`config.mk`:
```
export PLATFORM = sky130hd
export DESIGN_NAME = sha2_w_sched
export DESIGN_NICKNAME = d
export VERILOG_FILES = /design/src/rtl/sha2_w_sched.sv
export SDC_FILE = /design/constraint.sdc
export NUM_CORES = 1
export LEC_CHECK = 0
export ABC_CLOCK_PERIOD_IN_PS = 8100
export CAP_MARGIN = 20
export CORE_MARGIN = 2
export CORE_UTILIZATION = 40
export DETAILED_ROUTE_END_ITERATION = 8
export PLACE_DENSITY = 0.62
export SLEW_MARGIN = 10
export SYNTH_ARGS = -nofsm -noshare
export SYNTH_HDL_FRONTEND = slang
export SYNTH_SLANG_ARGS = --single-unit
```
`constraint.sdc`:
```
create_clock -name clk -period 8.1 [get_ports clk]
set_input_delay 1.62 -clock clk [delete_from_list [all_inputs] [get_ports clk]]
set_output_delay 1.62 -clock clk [all_outputs]
set_load 0.01 [all_outputs]
```
`src/rtl/sha2_w_sched.sv`:
```
// sha2_w_sched: SHA-2 message schedule, 16-entry circular W buffer streaming W[0..ROUNDS-1].
module sha2_w_sched #(
  parameter int WIDTH  = 32,
  parameter int ROUNDS = 64,
  localparam int IW    = $clog2(ROUNDS - 1)
) (
  input  logic             clk,
  input  logic             rst,
  input  logic             start,
  input  logic             in_valid,
  output logic             in_ready,
  input  logic [WIDTH-1:0] in_data,
  output logic             w_valid,
  input  logic             w_ready,
  output logic [WIDTH-1:0] w_data,
  output logic [IW-1:0]    w_index,
  output logic             w_last,
  output logic             busy,
  output logic             done
);
  typedef enum logic [1:0] {IDLE, LOAD, EXPAND} state_t;
  state_t state, state_n;
  logic [WIDTH-1:0] mem [16];
  logic [3:0] cnt, tl;
  logic [IW-1:0] tn;
  logic [WIDTH-1:0] wn;
  logic load_beat, accept;
  function automatic logic [WIDTH-1:0] rotr(input logic [WIDTH-1:0] x, input int n);
    return (x >> n) | (x << (WIDTH - n));
  endfunction
  function automatic logic [WIDTH-1:0] s0(input logic [WIDTH-1:0] x);
    return (WIDTH == 32) ? rotr(x, 7) ^ rotr(x, 18) ^ (x >> 3) : rotr(x, 1) ^ rotr(x, 8) ^ (x >> 7);
  endfunction
  function automatic logic [WIDTH-1:0] s1(input logic [WIDTH-1:0] x);
    return (WIDTH == 32) ? rotr(x, 17) ^ rotr(x, 19) ^ (x >> 10) : rotr(x, 19) ^ rotr(x, 61) ^ (x >> 6);
  endfunction
  assign in_ready  = state == LOAD;
  assign w_valid   = state == EXPAND;
  assign busy      = state != IDLE;
  assign w_last    = w_valid && w_index == IW'(ROUNDS - 1);
  assign load_beat = in_valid && in_ready;
  assign accept    = w_valid && w_ready;
  assign tl        = w_index[3:0];
  assign tn        = w_index + IW'(1);
  // buf[(t+1)&15] still holds W[t-15] at this point, so it is the W[t+1-16] operand
  assign wn = (tn < IW'(16)) ? mem[tn[3:0]]
            : s1(mem[tl - 4'd1]) + mem[tl - 4'd6] + s0(mem[tl + 4'd2]) + mem[tl + 4'd1];
  always_comb begin
    state_n = state;
    if (state == IDLE && start) state_n = LOAD;
    if (load_beat && cnt == 4'd15) state_n = EXPAND;
    if (accept && w_last) state_n = IDLE;
  end
  always_ff @(posedge clk) begin
    if (load_beat) mem[cnt] <= in_data;
    if (accept && !w_last && tn >= IW'(16)) mem[tn[3:0]] <= wn;
  end
  always_ff @(posedge clk) begin
    if (rst) begin
      state   <= IDLE;
      cnt     <= '0;
      w_data  <= '0;
      w_index <= '0;
      done    <= 1'b0;
    end else begin
      state <= state_n;
      done  <= accept && w_last;
      if (state == IDLE && start) cnt <= '0;
      if (load_beat) cnt <= cnt + 4'd1;
      if (load_beat && cnt == 4'd15) begin
        w_data  <= (cnt == 4'd0) ? in_data : mem[0];
        w_index <= '0;
      end
      if (accept && !w_last) begin
        w_data  <= wn;
        w_index <= tn;
      end
    end
  end
endmodule

```
After elaboration in Yosys (flattened, before gate mapping)
Memories as Yosys holds them, arrays and structs flattened. Index checks and enable logic that the tools add are counted.

Bits in registers: 45. Memory bits (writable): 512. Input port bits: 37. Output and inout port bits: 43. Logic and storage cells: 65. Memories kept: 1.

$add $sub $neg: 9. Order comparisons: 2. Eq/ne operators: 4. Multiplexer cells: 17. Bitwise gates (word level): 8. Reduce and logical (&&, ||, !) cells: 18.

Memory list: mem (words 16, bits a word 32, rd ports 6, clocked after memory_dff 0, wr ports 1, RTL line 23) `logic [WIDTH-1:0] mem [16];`.

Operator list (count): $mux W32 (5); $add A32 B32 Y32 (3); $xor A32 B32 Y32 (2); $or A13 B32 Y32 (1); $or A14 B32 Y32 (1); $or A15 B32 Y32 (1); $or A25 B32 Y32 (1); $reduce_or A32 Y1 (1); $xor A32 B22 Y32 (1); $xor A32 B29 Y32 (1); $mux W4 (3); $mux W6 (2); $add A4 B1 Y4 const B (2); $logic_and A1 B1 Y1 (8); $reduce_bool A2 Y1 (4); $add A6 B1 Y6 const B (1); $eq A6 B6 Y1 const B (1); $ge A6 B5 Y1 const B (1); $lt A6 B5 Y1 const B (1); $mux W1 (5); $add A4 B2 Y4 const B (1); $eq A4 B4 Y1 const B (1); $logic_not A4 Y1 (1); $mux W2 (2); other kinds (8) (8).

Longest topological paths before layout
Gate-level depths: netlist of run 1. An unclocked memory read counts as a cell.

Depth in word-level cells: 10. Mapped depth: 31. Gate-level depth less buffers: 22.

Least setup slack after synthesis of run 1
Ideal clock, no wire load.

Kind: register to register. Start point: register w_index[0]. End point: memory mem[0][23], data pin. Library setup time: 0.330 ns. Arrival time: 8.571 ns. Required time: 7.770 ns. Setup slack: -0.801 ns. Cell stages (with the launch flop): 30. Path buffers: 9. Period minus slack after synthesis: 8.901 ns. Path through: dfxtp_1 buf_2 buf_4 buf_2 buf_2 buf_2 buf_2 inv_1 ha_1 buf_6 buf_2 clkbuf_1 mux4_2 mux4_2 xnor2_1 xnor2_1 fa_1 fa_1 ha_1 inv_1 fa_1 nand2b_1 a211oi_1 o21bai_1 a31oi_1 o21ai_0 a211oi_1 nor3_1 or3b_2 o21ai_0.

Longest elaborated chain between the ends: 10. Elaborated cells on any way between the ends: 29. Those cells by class: add/sub (8); order compare (2); eq/ne (1); mux (4); bitwise (8); reduce/logical (5); memory (1).

RTL lines: from (decl) (RTL line 16) `output logic [IW-1:0] w_index,`; from (signal assigned) (RTL line 76) `w_index <= tn;`; $sub A4 B1 Y4 (RTL line 47) `: s1(mem[tl - 4'd1]) + mem[tl - 4'd6] + s0(mem[tl + 4'd2]) + mem[tl + 4'd1];`; $mem_v2 Z16 W32; $or A15 B32 Y32 / $or A13 B32 Y32 (equally long branches); $xor A32 B32 Y32 (RTL line 35) `return (WIDTH == 32) ? rotr(x, 17) ^ rotr(x, 19) ^ (x >> 10) : rotr(x, 19) ^ rotr(x, 61) ^ (x >> 6);`; $xor A32 B22 Y32 (RTL line 35); $add A32 B32 Y32 (3 in series) (RTL line 47); $mux W32 (RTL line 46) `assign wn = (tn < IW'(16)) ? mem[tn[3:0]]`; $mux W32 (no line) (*); to (decl) (RTL line 23).

Every way passes the cells marked *; elsewhere a longest branch is shown, timed or not.

Worst setup path in the final report of run 1
Start point: register w_index[0]. End point: memory mem[12][29], data pin.

Same word-level chain as after synthesis.

==> metrics, run 1 <==
outcome completed; io pins 80; CP required 8.42 ns; Tmin final 7.67 ns; pin count of the biggest net entering global routing 124; DRC 0; Mapped Area 0.0346 mm^2; most frequent cell after synthesis edfxtp_1; final period utilization 94.6%; later-pin clock latency in the skew report 0.63 ns; remaining antenna violation count 0; Remaining Overflow, GRT 0; RSZ-0062 raised after global routing no; crit end category flip-flop; critical path data arrival time 7.98 ns; Post-Syn Instances 2297; register bit total from synthesis 557; placeable core area 0.0854 mm^2; Setup crit start kind flip-flop; synthesized net count 2434; Initial DRT Pass Iterations 6; share of cells above drive strength 1 29.9%; Hold Path Class flip-flop to flip-flop; count of different cell masters after synthesis 64; R2R depth 23; Combinational Power Share 2.5%; static leakage 12.4 nW; Final nets 2546; Switching Share 21.1%; final setup vio count 0; Crit Path Max Fanout 50; total power 5.87 mW; Min-Delay Endpoint w_data[27]; worst slew pin tran 1.17 ns; max_slew headroom 21.5%; most area-consuming cells after synthesis edfxtp_1, mux4_2, fa_1; sequential share of power 53.7%; Min-Delay Startpoint w_data[27]; Clk pwr share 43.7%; setup tns final 0 ns; number of flops mapped to enable cells by yosys 512; clock buffer depth 3; CTS tree done; Die Footprint 0.0888 mm^2; Synthesis Warnings 0; Cell Rows 107; vias per inst 6.50; Switching Power 1.24 mW; fin. max-slew vios 0; clock root buffer clkbuf_16; asr flop ratio synth 0%; routed wire length 113000 um; initial core utilization 40.5%; Final Hold Vio Count 0; DIE HEIGHT 298 um; sequential fraction of the synthesis area 47.1%; critical path type flip-flop to flip-flop; CTS HTree Levels 2; Hold-fix buffers, CTS 0; gp weighted congestion 1.02; Max Cap Viol 0; clock skew 0.0320 ns; Tot GR Track Use 25.3%; Die W 298 um; commonest cells in the netlist edfxtp_1, mux4_2, nand2_1, nor2_1, inv_1; Clk pin slew, worst setup/hold paths 0.07 ns; predominant post-synthesis flop cell edfxtp_1; post-cts sizing count 0; number of buffers created by CTS 57; DR vias 23367; Syn Area/Cell 15.1 um^2; global-route wire length before repair 163000 um; HPWL after DPL 78300 um; top cell type's share of synthesized area 44.4%; initial drt markers 2976; vias in the first global route 22885; post-CTS setup repair buffer count 0; Max IR drop VDD 0.167 mV; WL per Instance 31.4 um; antenna violations before repair 0; P&R area growth vs syn 14.2%; Synth area leader edfxtp_1; worst flop-to-flop path startpoint w_index[0]; Hold Path Stages 2; P_int 4.63 mW; clk sinks 557; Fin Hold WS 0.506 ns; IO Port Bufs 79; reg2reg setup slack 0.43 ns; Power Density 149 mW/mm^2; Max Clock Freq 0.130 GHz; ant diodes 0; Critical R2R Capture mem[12][29]
[worst max-delay path, cell delays in order (launching register included)]
cell       delay [ns]
dfxtp_4          0.41
inv_1            0.10
ha_4             0.47
buf_12           0.28
buf_12           0.33
mux4_2           0.56
mux4_2           0.59
xnor2_1          0.19
xnor2_1          0.15
fa_1             0.49
inv_1            0.05
fa_1             0.56
inv_1            0.06
ha_1             0.41
nand2_1          0.10
o21ai_0          0.40
nand3_1          0.23
a21boi_0         0.43
o41ai_1          0.11
buf_4            0.16
o21bai_1         0.16
a2111oi_0        0.13
a221o_1          0.34
a21oi_2          0.53
[stage by stage]
stage	std cells	cell area, um^2	util (%)	worst slack, ns
finish	3595	39500	46.2	0.434
CTS	3582	39400	46.1	0.304
floorplan	2297	34600	-	0.00912
global placement	3474	37400	43.8	0.399
detailed placement	3481	37600	44.0	0.403
global route	3595	39500	46.2	0.0796
[worst max path at each step]
stage / start / end / slack (ns) / depth (start not counted)
final: w_index[0] / mem[12][29] / 0.43 / 23
after floorplan: w_index[0] / mem[0][23] / 0.009 / 30
after global placement: w_index[0] / mem[10][19] / 0.40 / 22
after detailed placement: w_index[0] / mem[6][30] / 0.40 / 22
after CTS: w_index[0] / mem[4][30] / 0.30 / 22
after global routing: w_index[0] / mem[12][29] / 0.08 / 24
[per-layer routing]
layer  wire length, um  GRT usage (%)
met3             11800           5.28
met4              4600           9.08
met2             53500           40.4
met1             43100           34.3
met5                 0              0
[layout by cell type (no fill, tap or decap), types with 5 or more instances in the layout]
master             n
mux4_1             5
buf_12            13
a31oi_1           22
clkinvlp_4         5
clkdlybuf4s50_1   78
edfxtp_1         512
a221oi_1           5
nand4_1            9
nor2_1           129
or3_1             13
mux2_2            35
mux2i_1           38
xnor2_1           93
dfxtp_1           43
o211ai_1           9
nor2_4            16
buf_16             6
inv_1            106
clkbuf_1          11
a21o_1            22
clkinv_1           8
and3_1            10
and2_1             8
clkbuf_16         57
mux4_2           431
nand2b_1           5
clkinv_2           9
a211oi_1          17
nor3_1            18
nand3_1           30
a21oi_1           95
buf_4            121
fa_1              62
o21bai_1           6
nand2_1          162
o21ai_0           80
ha_1              36
xor2_1            41
[power by group through the flow]
| stage | sequential, mW | combinational [mW] | clock (mW) |
|---|---|---|---|
| finish | 3.16 | 0.148 | 2.57 |
| global route | 3.15 | 0.159 | 2.71 |
| CTS | 3.16 | 0.142 | 2.60 |
| detailed placement | 3.22 | 0.141 | 0 |
| global placement | 3.22 | 0.136 | 0 |
| floorplan | 3.21 | 0.0705 | 0 |
[sequential cells by signal, indices dropped and copies added (netlist names)]
signal,flops
mem,512
w_data,32
w_index,6
cnt,4
state,2
done,1
[kinds of logic (layout without fill, tap and decap cells)]
kind of cell	after synthesis	after routing	synth area share, %
xor gates and xnor gates	141	141	3.57
AOI/OAI and AO/OA	295	295	5.13
and+or+nand+nor	419	419	5.23
buffers and inverters	274	428	3.26
muxes	511	511	30.8
DFF	557	557	47.1
adders and majority gates	100	100	4.96
[final cells by class]
type,instances,area (um^2)
clock buffers,70,1500
clock inverters,31,277
fillers,7429,45900
inverters,106,398
multi-input cells,1466,17500
flip-flops and latches,557,16300
well taps,1144,1430
repair buffers,221,2140
No activity file was read; power rests on OpenSTA's default activity.
==> run 2, diff against run 1 <==
--- a/config.mk
+++ b/config.mk
@@ -10,7 +10,7 @@
 export CORE_MARGIN = 2
 export CORE_UTILIZATION = 40
 export DETAILED_ROUTE_END_ITERATION = 8
-export PLACE_DENSITY = 0.62
+export PLACE_DENSITY = 0.54
 export SLEW_MARGIN = 10
 export SYNTH_ARGS = -nofsm -noshare
 export SYNTH_HDL_FRONTEND = slang
==> run 2 against run 1 <==
Net effect:
- worst setup slack got worse by 0.099 ns
- power increased by 7.1%
- non-clock buffer count decreased by 16
- flip-flop and latch count unchanged
- clock skew decreased by 0.0018 ns
- largest power group unchanged
- combinational power about the same
- core utilization increased by 0.15 points
- critical path depth decreased by 2
- critical endpoint is now mem[12][31]
- count of clock-buffer cells in the layout increased by 13
- sequential power about the same
- highest routed layer unchanged
==> metrics, run 2 (synthesized netlist as in run 1, its figures left out) <==
max_slew headroom 22.5%; Hold Path Class flip-flop to flip-flop; DIE HEIGHT 298 um; outcome completed; DRT met1 WL 48600 um; worst slew pin tran 1.15 ns; Max Clock Freq 0.129 GHz; number of buffers created by CTS 66; routed wire length 119000 um; Remaining Overflow, GRT 0; Hold-fix buffers, CTS 0; Max IR drop VDD 0.126 mV; Final Hold Vio Count 0; CP required 8.46 ns; critical path type flip-flop to flip-flop; Tot GR Track Use 26.7%; critical path data arrival time 8.12 ns; initial drt markers 2844; vias per inst 6.45; filler instances 7421; clock root buffer clkbuf_16; Cell Rows 107; vias in the first global route 23124; Setup crit start kind flip-flop; Final nets 2539; DR vias 23198; met3 wire length 10100 um; global-route wire length before repair 170000 um; Power Density 159 mW/mm^2; initial core utilization 40.5%; setup tns final 0 ns; DRC 0; final period utilization 95.9%; static leakage 12.5 nW; Fin Hold WS 0.479 ns; R2R depth 21; Detail Route met2 WL 56400 um; Die W 298 um; Area after DPL 0.0374 mm^2; gp weighted congestion 0.978; remaining antenna violation count 0; share of cells above drive strength 1 29.6%; top sig layer met4; CTS tree done; io pins 80; CTS HTree Levels 3; placeable core area 0.0854 mm^2; commonest non-fill, non-tap cell in the layout edfxtp_1; top library cells by usage in the layout, fill and taps aside edfxtp_1, mux4_2, nand2_1; Largest register FFs 512; Layout Utilization 46.4%; ant diodes 0; crit end category flip-flop; Regs by FF count mem x512, w_data x32, w_index x6; post-route cell area 0.0396 mm^2; critical path launch point w_index[0]; pin count of the biggest net entering global routing 86; Crit Path Max Fanout 50; antenna violations before repair 4; Max Cap Viol 0; Clk pin slew, worst setup/hold paths 0.06 ns; P&R area growth vs syn 14.5%; final setup vio count 0; Critical R2R Capture mem[12][31]; Tmin final 7.76 ns; reg2reg setup slack 0.34 ns; IO Port Bufs 79; Initial DRT Pass Iterations 5; fin. max-slew vios 0; worst flop-to-flop path startpoint w_index[0]; clk sinks 557; clock buffer depth 3; WL per Instance 33.0 um; HPWL after DPL 80400 um; Die Footprint 0.0888 mm^2; largest register by flop count mem; later-pin clock latency in the skew report 0.62 ns; crit path to mem[12][31]; clock skew 0.0302 ns
[run 2: cell count changes in the layout (fill, tap and decap cells not counted), sizes merged]
cell,before,now
buf,142,125
clkbuf,71,85
bufinv,4,6
clkinvlp,5,1
inv,109,108
clkinv,19,24
[run 2: layout make-up]
class	count	area (um^2)	share of cell area [%]
multi-input cells	1466	17500	44.1
flip-flops and latches	557	16300	41.1
repair buffers	205	1900	4.80
clock buffers	83	1810	4.57
well taps	1144	1430	3.61
inverters	106	398	1.00
clock inverters	33	315	0.796
[run 2: layer usage]
layer / GRT usage (%) / vias up
li1: - / 9390
met1: 37.8 / 12362
met2: 42.5 / 1261
met3: 4.51 / 185
met4: 7.99 / 0
met5: 0 / -
[run 2: worst min path at each step]
stage	slack, ns	to	cells after the start	startpoint
floorplan	0.48	state[1]	2	state[1]
global placement	0.46	w_data[6]	2	w_data[6]
detailed placement	0.47	w_data[6]	2	w_data[6]
CTS	0.48	w_data[4]	2	w_data[4]
global route	0.51	w_data[4]	2	w_data[4]
finish	0.48	w_data[6]	2	w_data[6]
[run 2: critical path: stages (launching register included)]
cell and delay [ns]:
dfxtp_4 0.46, inv_1 0.12, ha_4 0.60, buf_12 0.33, buf_4 0.39, mux4_2 0.56
mux4_2 0.58, xnor2_1 0.39, xnor2_1 0.20, fa_1 0.46, fa_1 0.47, ha_1 0.41
a211oi_1 0.29, o211ai_1 0.15, nand4_1 0.11, o21ai_0 0.14, o41ai_1 0.38, buf_4 0.20
o21ai_0 0.10, xnor2_1 0.40, nand3_1 0.19, a31oi_4 0.47
[run 2: through the flow]
step | instances | power (mW) | setup slack (ns)
floorplan | 2297 | 3.28 | 0.00912
global placement | 3465 | 3.36 | 0.361
detailed placement | 3468 | 3.36 | 0.221
CTS | 3584 | 6.33 | 0.172
global route | 3594 | 6.46 | -0.0133
finish | 3594 | 6.29 | 0.336
[run 2: timing repair]
action                     CTS  global route
gates resized for setup      0             2
setup endpoints to repair    0            32
buffers inserted             0             0
[run 2: report_power, final]
part,leakage (nW),switching [mW],internal [mW]
Combinational,6.51,0.0985,0.0511
Clock,1.04,1.21,1.77
Sequential,4.97,0.0110,3.15
==> run 3, diff against run 2 <==
--- a/config.mk
+++ b/config.mk
@@ -8,9 +8,9 @@
 export ABC_CLOCK_PERIOD_IN_PS = 8100
 export CAP_MARGIN = 20
 export CORE_MARGIN = 2
-export CORE_UTILIZATION = 40
+export CORE_UTILIZATION = 45
 export DETAILED_ROUTE_END_ITERATION = 8
-export PLACE_DENSITY = 0.54
+export PLACE_DENSITY = 0.59
 export SLEW_MARGIN = 10
 export SYNTH_ARGS = -nofsm -noshare
 export SYNTH_HDL_FRONTEND = slang
==> run 3 against run 2 <==
Net effect:
- via count up 0.57%
- combinational power about the same
- non-clock buffer count up 16
- fmax shrank 0.38%
- worst setup slack lost 0.029 ns
- critical endpoint is now mem[15][29]
- largest cell class unchanged
==> metrics, run 3 (synthesized netlist as in run 1, its figures left out) <==
largest register by flop count mem; Max Cap Viol 0; vias in the first global route 22905; Clk pin slew, worst setup/hold paths 0.06 ns; reg2reg setup slack 0.31 ns; Die Footprint 0.0791 mm^2; Remaining Overflow, GRT 0; Tot GR Track Use 29.6%; placeable core area 0.0761 mm^2; CP max stage delay 0.64 ns; global-route wire length before repair 165000 um; Final Hold Vio Count 0; setup tns final 0 ns; fin. max-slew vios 0; critical path type flip-flop to flip-flop; initial drt markers 2809; final period utilization 96.2%; Die W 281 um; Cell Rows 101; Tmin final 7.79 ns; R2R depth 22; Hold-fix buffers, CTS 0; pin count of the biggest net entering global routing 121; Regs by FF count mem x512, w_data x32, w_index x6; CP Depth 22; Max IR drop VDD 0.136 mV; Power Density 159 mW/mm^2; Area after DPL 0.0374 mm^2; Min-Delay Endpoint w_data[6]; Crit Path Max Fanout 61; gp weighted congestion 0.962; DRC 0; routed wire length 116000 um; final setup vio count 0; IO Port Bufs 79; CTS tree done; non-filler cells, final 3498; antenna violations before repair 1; HPWL after DPL 79500 um; vias per inst 6.67; number of buffers created by CTS 66; Max Clock Freq 0.128 GHz; post-cts sizing count 0; worst slew pin tran 1.21 ns; initial core utilization 45.5%; RSZ-0062 raised after global routing no; clock skew 0.0213 ns; Place WS 0.430 ns; static leakage 12.6 nW; Hold Path Stages 2; later-pin clock latency in the skew report 0.62 ns; post-route cell area 0.0396 mm^2; clk sinks 557; Final WS setup 0.306 ns; filler instances 6256; Critical R2R Capture mem[15][29]; Inst Count DP 3368; Worst path slowest cell mux4_2; WL per Instance 33.1 um; clock root buffer clkbuf_16; max_slew headroom 19.4%; worst flop-to-flop path startpoint w_index[0]; commonest non-fill, non-tap cell in the layout edfxtp_1; crit end category flip-flop; Initial DRT Pass Iterations 5; ant diodes 0; Final nets 2555; crit-path cells inv_1 -> ha_4 -> buf_12 -> mux4_2 -> mux4_2 -> xnor2_1 -> xnor2_1 -> fa_1 -> inv_1 -> fa_1 -> fa_1 -> nand2b_1 -> a211oi_1 -> o21bai_1 -> buf_4 -> a21boi_0 -> o41ai_1 -> buf_4 -> o21bai_1 -> a2111oi_0 -> a221o_1 -> a21oi_2; P&R area growth vs syn 14.6%; clock buffer depth 3; most frequent CP cell fa_1; Hold Path Class flip-flop to flip-flop; total power 6.30 mW; Setup crit start kind flip-flop; Largest register FFs 512; Min-Delay Startpoint w_data[6]; remaining antenna violation count 0; Worst Path Buf+Inv 5; top library cells by usage in the layout, fill and taps aside edfxtp_1, mux4_2, nand2_1; critical path data arrival time 8.08 ns; share of cells above drive strength 1 30.5%; post-CTS setup repair buffer count 0; CTS HTree Levels 3; DR vias 23331; io pins 80; outcome completed; cell family with most CP delay compound AO/OA/AOI/OAI gates; DIE HEIGHT 281 um; CP required 8.39 ns
run 3: report_power, final:
part           total (mW)  internal, mW  switching, mW
sequential           3.16          3.15         0.0118
combinational       0.152        0.0521          0.100
clock                2.99          1.77           1.22
total                6.30          4.97           1.33
run 3: metrics by stage:
step | utilization, % | hold slack, ns
finish | 52.1 | 0.493
global route | 52.1 | 0.507
CTS | 51.9 | 0.490
detailed placement | 49.1 | 0.482
global placement | 49.1 | 0.472
floorplan | - | 0.481
run 3: worst max-delay path by stage:
stage / startpoint / to / slack [ns]
after global placement: w_index[1] / mem[6][31] / 0.31
final: w_index[0] / mem[15][29] / 0.31
after global routing: w_index[0] / mem[11][29] / 0.02
after floorplan: w_index[0] / mem[0][23] / 0.009
after CTS: w_index[0] / mem[12][19] / 0.39
after detailed placement: w_index[1] / mem[10][29] / 0.43
run 3: routing by layer:
metal,global-route usage [%],vias up,part of all wire [%]
li1,-,9404,-
met1,41.8,12308,40
met4,10.1,0,3.2
met5,0,-,0
met2,46.0,1434,47
met3,6.16,185,11
run 3: final cells by class:
type / instances / area (um^2) / area share (%)
multi-input cells: 1466 / 17500 / 44.1
flip-flops and latches: 557 / 16300 / 41.1
repair buffers: 221 / 2030 / 5.12
clock buffers: 84 / 1790 / 4.52
well taps: 1030 / 1290 / 3.25
inverters: 106 / 398 / 1.00
clock inverters: 34 / 375 / 0.947
run 3: worst register-to-register path, delay by kind of cell, from the launching register on:
kind,cells,cell delay (ns)
multiplexers,2,1.23
buffers and inverters,5,0.92
adder cells (fa/ha/maj),4,1.80
XOR/XNOR,2,0.52
flip-flops,1,0.46
AO/OA/AOI/OAI,8,2.32
AND/OR/NAND/NOR,1,0.20
